<file path="src/rtl/spi_xip_pkg.sv">
// Shared types and constants for the SPI execute-in-place read controller.
package spi_xip_pkg;

  typedef logic [2:0] state_t;

  localparam state_t S_IDLE  = 3'd0;
  localparam state_t S_SETUP = 3'd1;
  localparam state_t S_SHIFT = 3'd2;
  localparam state_t S_HOLD  = 3'd3;
  localparam state_t S_GAP   = 3'd4;

  localparam logic [7:0]  CMD_READ   = 8'h03;
  localparam int unsigned FRAME_BITS = 64;
  localparam int unsigned DATA_BITS  = 32;

  // Flash returns the lowest-addressed byte first; it belongs in the word's low lane.
  function automatic logic [31:0] bswap32(input logic [31:0] w);
    return {w[7:0], w[15:8], w[23:16], w[31:24]};
  endfunction

endpackage

</file>
<file path="src/rtl/spi_xip_if.sv">
// SRAM-style request port as presented by the upstream arbiter.
interface spi_xip_if;
  import spi_xip_pkg::*;

  logic                 cs;
  logic                 we;
  logic [31:0]          addr;
  logic [3:0]           byte_en;
  logic [31:0]          di;
  logic [DATA_BITS-1:0] rdata;
  logic                 busy;
  logic                 wr_err;

  modport master (
    output cs, we, addr, byte_en, di,
    input  rdata, busy, wr_err
  );

  modport slave (
    input  cs, we, addr, byte_en, di,
    output rdata, busy, wr_err
  );

endinterface

</file>
<file path="src/rtl/spi_xip_sck_gen.sv">
// SCK divider: low half then high half, each CLK_DIV clk long, running only while enabled.
module spi_xip_sck_gen #(
  parameter int unsigned CLK_DIV = 2
) (
  input  logic i_clk,
  input  logic i_rstn,
  input  logic i_en,
  output logic o_sck,
  output logic o_rise,
  output logic o_fall
);

  localparam int unsigned    CW   = (CLK_DIV > 1) ? $clog2(CLK_DIV) : 1;
  localparam logic [CW-1:0]  LAST = CW'(CLK_DIV - 1);

  logic [CW-1:0] r_cnt;
  logic          r_sck;
  logic          w_wrap;

  assign w_wrap = i_en && (r_cnt == LAST);

  always_ff @(posedge i_clk or negedge i_rstn) begin
    if (!i_rstn) begin
      r_cnt <= '0;
      r_sck <= 1'b0;
    end else if (!i_en) begin
      r_cnt <= '0;
      r_sck <= 1'b0;
    end else if (w_wrap) begin
      r_cnt <= '0;
      r_sck <= ~r_sck;
    end else begin
      r_cnt <= r_cnt + CW'(1);
    end
  end

  // Pulses mark the clk edge at which SCK is about to change level.
  assign o_sck  = r_sck;
  assign o_rise = w_wrap & ~r_sck;
  assign o_fall = w_wrap &  r_sck;

endmodule

</file>
<file path="src/rtl/spi_xip.sv">
// Read-only XIP controller: each accepted word read becomes one single-lane SPI READ frame.
module spi_xip
  import spi_xip_pkg::*;
#(
  parameter int unsigned CLK_DIV = 2,
  parameter int unsigned CSN_GAP = 2
) (
  input  logic     i_clk,
  input  logic     i_rstn,
  spi_xip_if.slave io_bus,
  output logic     o_spi_sck,
  output logic     o_spi_csn,
  output logic     o_spi_mosi,
  input  logic     i_spi_miso
);

  localparam int unsigned   BW       = $clog2(FRAME_BITS);
  localparam logic [BW-1:0] BIT_LAST = BW'(FRAME_BITS - 1);
  localparam logic [BW-1:0] BIT_DATA = BW'(DATA_BITS);
  localparam logic [15:0]   DIV_LAST = 16'(CLK_DIV - 1);
  localparam logic [15:0]   GAP_LAST = 16'(CSN_GAP - 1);

  state_t                  r_state;
  state_t                  w_state_nxt;
  logic [15:0]             r_tmr;
  logic [BW-1:0]           r_bit;
  logic [FRAME_BITS-1:0]   r_frame;
  logic [DATA_BITS-1:0]    r_rx;
  logic [DATA_BITS-1:0]    r_do;
  logic                    r_busy;
  logic                    r_wr_err;
  logic                    r_csn;

  logic w_rd_acc;
  logic w_wr_acc;
  logic w_tmr_done;
  logic w_sck;
  logic w_rise;
  logic w_fall;
  logic w_unused_bits;

  assign w_rd_acc   = io_bus.cs & ~io_bus.we & ~r_busy;
  assign w_wr_acc   = io_bus.cs &  io_bus.we & ~r_busy;
  assign w_tmr_done = (r_tmr == 16'd0);

  // Only the word address within the 16 MiB flash matters; enables and write data are dropped.
  assign w_unused_bits = ^{io_bus.addr[31:24], io_bus.addr[1:0], io_bus.byte_en, io_bus.di};

  spi_xip_sck_gen #(
    .CLK_DIV (CLK_DIV)
  ) u_sck_gen (
    .i_clk  (i_clk),
    .i_rstn (i_rstn),
    .i_en   (r_state == S_SHIFT),
    .o_sck  (w_sck),
    .o_rise (w_rise),
    .o_fall (w_fall)
  );

  always_comb begin
    w_state_nxt = r_state;
    unique case (r_state)
      S_IDLE:  if (w_rd_acc)                    w_state_nxt = S_SETUP;
      S_SETUP: if (w_tmr_done)                  w_state_nxt = S_SHIFT;
      S_SHIFT: if (w_fall && (r_bit == '0))     w_state_nxt = S_HOLD;
      S_HOLD:  if (w_tmr_done)                  w_state_nxt = S_GAP;
      S_GAP:   if (w_tmr_done)                  w_state_nxt = S_IDLE;
      default:                                  w_state_nxt = S_IDLE;
    endcase
  end

  always_ff @(posedge i_clk or negedge i_rstn) begin
    if (!i_rstn) begin
      r_state  <= S_IDLE;
      r_tmr    <= '0;
      r_bit    <= '0;
      r_frame  <= '0;
      r_rx     <= '0;
      r_do     <= '0;
      r_busy   <= 1'b0;
      r_wr_err <= 1'b0;
      r_csn    <= 1'b1;
    end else begin
      r_state  <= w_state_nxt;
      r_busy   <= (w_state_nxt != S_IDLE);
      r_wr_err <= w_wr_acc;

      unique case (r_state)
        S_IDLE: begin
          if (w_rd_acc) begin
            r_frame <= {CMD_READ, io_bus.addr[23:2], 2'b00, {DATA_BITS{1'b0}}};
            r_tmr   <= DIV_LAST;
            r_csn   <= 1'b0;
          end
        end
        S_SETUP: begin
          if (w_tmr_done) r_bit <= BIT_LAST;
          else            r_tmr <= r_tmr - 16'd1;
        end
        S_SHIFT: begin
          // Only the trailing DATA_BITS periods carry flash data.
          if (w_rise && (r_bit < BIT_DATA)) r_rx <= {r_rx[DATA_BITS-2:0], i_spi_miso};
          if (w_fall) begin
            r_frame <= {r_frame[FRAME_BITS-2:0], 1'b0};
            r_bit   <= r_bit - BW'(1);
            if (r_bit == '0) r_tmr <= DIV_LAST;
          end
        end
        S_HOLD: begin
          if (w_tmr_done) begin
            r_csn <= 1'b1;
            r_tmr <= GAP_LAST;
          end else begin
            r_tmr <= r_tmr - 16'd1;
          end
        end
        S_GAP: begin
          if (w_tmr_done) r_do  <= bswap32(r_rx);
          else            r_tmr <= r_tmr - 16'd1;
        end
        default: ;
      endcase
    end
  end

  assign io_bus.rdata  = r_do;
  assign io_bus.busy   = r_busy;
  assign io_bus.wr_err = r_wr_err;
  assign o_spi_sck     = w_sck;
  assign o_spi_csn     = r_csn;
  assign o_spi_mosi    = r_frame[FRAME_BITS-1];

endmodule
</file>
<file path="src/flat_wrapper.sv">
// flat-port wrapper written by rule: the top's interface ports become plain ports
module spi_xip_flat import spi_xip_pkg::*;
#(
  parameter int unsigned CLK_DIV = 2,
  parameter int unsigned CSN_GAP = 2
)
  (i_clk, i_rstn, o_spi_sck, o_spi_csn, o_spi_mosi, i_spi_miso, io_bus_cs, io_bus_we, io_bus_addr, io_bus_byte_en, io_bus_di, io_bus_rdata, io_bus_busy, io_bus_wr_err);
  spi_xip_if io_bus_i ();
  input  logic i_clk;
  input  logic i_rstn;
  output logic o_spi_sck;
  output logic o_spi_csn;
  output logic o_spi_mosi;
  input  logic i_spi_miso;
  input wire logic [$bits(io_bus_i.cs)-1:0] io_bus_cs;
  input wire logic [$bits(io_bus_i.we)-1:0] io_bus_we;
  input wire logic [$bits(io_bus_i.addr)-1:0] io_bus_addr;
  input wire logic [$bits(io_bus_i.byte_en)-1:0] io_bus_byte_en;
  input wire logic [$bits(io_bus_i.di)-1:0] io_bus_di;
  output wire logic [$bits(io_bus_i.rdata)-1:0] io_bus_rdata;
  output wire logic [$bits(io_bus_i.busy)-1:0] io_bus_busy;
  output wire logic [$bits(io_bus_i.wr_err)-1:0] io_bus_wr_err;
  assign io_bus_i.cs = io_bus_cs;
  assign io_bus_i.we = io_bus_we;
  assign io_bus_i.addr = io_bus_addr;
  assign io_bus_i.byte_en = io_bus_byte_en;
  assign io_bus_i.di = io_bus_di;
  assign io_bus_rdata = io_bus_i.rdata;
  assign io_bus_busy = io_bus_i.busy;
  assign io_bus_wr_err = io_bus_i.wr_err;
  spi_xip #(.CLK_DIV(CLK_DIV), .CSN_GAP(CSN_GAP)) u_core (.i_clk(i_clk), .i_rstn(i_rstn), .io_bus(io_bus_i), .o_spi_sck(o_spi_sck), .o_spi_csn(o_spi_csn), .o_spi_mosi(o_spi_mosi), .i_spi_miso(i_spi_miso));
endmodule
</file>
<file path="config.mk">
export PLATFORM = sky130hd
export DESIGN_NAME = spi_xip_flat
export DESIGN_NICKNAME = d
export VERILOG_FILES = /design/src/rtl/spi_xip_pkg.sv /design/src/rtl/spi_xip_if.sv /design/src/rtl/spi_xip_sck_gen.sv /design/src/rtl/spi_xip.sv /design/src/flat_wrapper.sv
export SDC_FILE = /design/constraint.sdc
export NUM_CORES = 1
export LEC_CHECK = 0
export ABC_AREA = 1
export CAP_MARGIN = 20
export CORE_UTILIZATION = 56
export DETAILED_ROUTE_END_ITERATION = 10
export GPL_TIMING_DRIVEN = 0
export PLACE_DENSITY = 0.85
export REMOVE_ABC_BUFFERS = 1
export SLEW_MARGIN = 20
export SYNTH_ARGS = -nofsm -noshare
export SYNTH_HDL_FRONTEND = slang
export SYNTH_SLANG_ARGS = --single-unit
</file>
<file path="constraint.sdc">
create_clock -name i_clk -period 2.82 [get_ports i_clk]
set_input_delay 0.564 -clock i_clk [delete_from_list [all_inputs] [get_ports i_clk]]
set_output_delay 0.564 -clock i_clk [all_outputs]
set_load 0.02 [all_outputs]
</file>
==> reports/results.txt, run 1 <==
I/O pin cnt - 110
fin cells - 896
clk_lat worst skew - 0.53 ns
share of cells above drive strength 1 - 6.68%
Yosys top cell by area - dfrtp_1
Core Region - 0.00977 sq mm
Synth Instances - 692
final hold violations - 0
Die Height - 102 um
sequential fraction of the synthesis area - 54.9%
period utilisation layout - 91.7%
crit path kind - flop to flop
CTS tree - done
Die Width - 102 um
largest cells by area after synthesis - dfrtp_1, nand2_1, o21ai_0
fin crit period - 2.59 ns
number of flops mapped to enable cells by yosys - 0
fill count - 721
nets - 827
TritonCTS Buffers - 17
antenna diode count - 0
largest net degree at the start of global routing - 66
commonest non-fill, non-tap cell in the layout - nand2_1
Worst Max-Slew Pin Slew - 0.971 ns
port buffer count - 63
outcome - finished clean
total gr overflow - 0
post-CTS setup repair buffer count - 0
Critical Path Start Type - flop
die area - 0.0105 sq mm
FF+latch count, synth - 124
R2R cell count - 8
drt first pass iters - 5
CP Capture Type - flop
vias in the first global route - 4,736
clock net sink count - 124
reg2reg setup slack - 0.23 ns
Via Count - 4,860
initial antenna violation count - 0
Routability Congestion - 0.837
Hold WC Path Type - input port to async pin
drc violations - 0
crit path DAT - 3.02 ns
Syn Std Cell Area - 0.00566 sq mm
drt via density - 5.42
first-pass GRT wire length - 21,000 um
area growth from synthesis to layout - 23.4%
Hold-fix buffers, CTS - 0
Clock Skew - 0.0107 ns
Slew Viols, Final - 0
Peak VDD IR - 520 uV
final setup fails - 0
Tot GR Track Use - 26.0%
Slew HR - 35.0%
row cnt - 36
critical path required time - 3.26 ns
clock-pin slew on the worst setup and hold paths - 0.06 ns
HPWL Detailed - 7760 um
Final Power - 3.80 mW
per-cell routed wire length - 14.4 um
placed cell count - 862
CP max FO - 31
Critical R2R Capture - u_core.r_frame[48]
Max Cap Viol - 0
H-Tree Depth - 4
Reg2Reg Launch Point - u_core.r_state[2]
Netlist cell types - 34
Syn. warnings - 0
initial core utilization - 57.9%
syn avg cell area - 8.17 sq um
Clock Tree Buf Depth - 2
clk root buf - clkbuf_8
Antenna Nets Post-Route - 0
Async S/R FF share, synth - 100%
ys flop type - dfrtp_1
Max Fclk - 387 MHz
area share of the largest cell type after synthesis - 54.4%
Power Density - 544 mW/mm^2
RSZ-0062 raised after global routing - no
Pleak - 3.22 nW
most frequent cells in the layout - nand2_1, dfrtp_1, o21ai_0
WL final - 12,900 um
initial DRC count - 338
[registers in the layout, indices dropped and copies added, names as in the netlist]
name and count:
u_core.r_bit 6, u_core.r_frame 30, u_core.io_bus.busy 1, u_core.io_bus.rdata 32, u_core.u_sck_gen.r_cnt 1, u_core.io_bus.wr_err 1
u_core.r_rx 32, u_core.r_tmr 16, u_core.u_sck_gen.o_sck 1, u_core.r_state 3, u_core.o_spi_csn 1
[report_power, final]
part	internal [mW]	total [mW]	switching [mW]
Combinational	0.0358	0.0752	0.0394
Sequential	1.78	1.78	0.000213
Clock	1.13	1.94	0.810
Total	2.95	3.80	0.850
[synthesized netlist by cell type (2+ instances only)]
cell type / number
buf_6: 2
o21ai_0: 72
a21oi_1: 5
nand3_2: 2
xnor2_1: 2
xor2_1: 7
nor3_1: 2
inv_1: 64
nand3_1: 40
o21ai_1: 3
nand2_1: 227
a31oi_1: 22
nand4_1: 8
dfrtp_1: 123
buf_2: 8
ha_1: 4
o21bai_1: 2
clkbuf_1: 17
nor2_1: 67
[routing by layer]
metal / part of all wire [%] / global-route usage [%] / wire length, um
met3: 5.9 / 8.34 / 767
met5: 0 / 0 / 0
met4: 1.1 / 8.68 / 148
met2: 51 / 44.2 / 6600
met1: 42 / 31.5 / 5380
[cell families (layout without fill, tap and decap cells)]
| kind of cell | count (synthesis) | count (layout) | synth area share (%) |
|---|---|---|---|
| AO/OA/AOI/OAI | 108 | 108 | 10.4 |
| XOR/XNOR | 9 | 9 | 1.39 |
| adder cells (fa/ha/maj) | 4 | 4 | 0.885 |
| flip-flops | 124 | 124 | 54.9 |
| buffers and inverters | 94 | 163 | 6.75 |
| AND/OR/NAND/NOR | 353 | 355 | 25.7 |
[layout make-up]
| cell class | instances | area (sq um) | share of cell area [%] |
|---|---|---|---|
| Tap cell | 133 | 166 | 2.38 |
| Clock buffer | 20 | 445 | 6.38 |
| Multi-Input combinational cell | 476 | 2250 | 32.2 |
| Clock inverter | 12 | 91.3 | 1.31 |
| Timing Repair Buffer | 66 | 678 | 9.72 |
| Sequential cell | 124 | 3100 | 44.5 |
| Inverter | 65 | 244 | 3.50 |
[worst max path at each step]
stage	startpoint	endpoint	slack [ns]
after floorplan	u_core.r_state[2]	u_core.r_frame[56]	-0.26
after detailed placement	u_core.r_state[2]	u_core.r_rx[14]	-0.24
final	u_core.r_state[2]	u_core.r_frame[48]	0.23
after CTS	u_core.r_state[2]	u_core.r_frame[48]	0.01
after global routing	u_core.r_state[2]	u_core.r_frame[51]	0.02
after global placement	i_rstn	u_core.io_bus.rdata[19]	-3.54
[through the flow]
step                      utilization (%)  TNS, ns  hold slack [ns]  cell area (sq um)  setup WS [ns]
after CTS                            70.9        0           0.0367               6930         0.0148
final                                71.4        0           0.0339               6980          0.234
after detailed placement             65.3    -8.11            0.442               6380         -0.238
after global placement               64.6  -525.63            0.430               6310          -3.54
after global routing                 71.4        0           0.0716               6980         0.0245
after floorplan                         -   -12.19            0.268               5520         -0.257
[what timing repair did]
action / in CTS / in global routing
pin swaps: 0 / 2
resized for setup: 2 / 4
setup endpoints to repair: 62 / 47
cloned: 0 / 2
[critical path: stages (launching register included)]
cell and delay [ns]:
dfrtp_1 0.48, nor3_4 0.35, buf_6 0.26, inv_2 0.26, nor2_4 0.29, nand2_2 0.30
nand2_8 0.28, nor2_1 0.07, a31oi_1 0.18
No activity file was read; power rests on OpenSTA's default activity.
==> run 2, diff against run 1 <==
ABC_CLOCK_PERIOD_IN_PS = 2820   (was default)
==> results of run 2 <==
The final DEF is identical to that of run 1; final timing and power are the same.
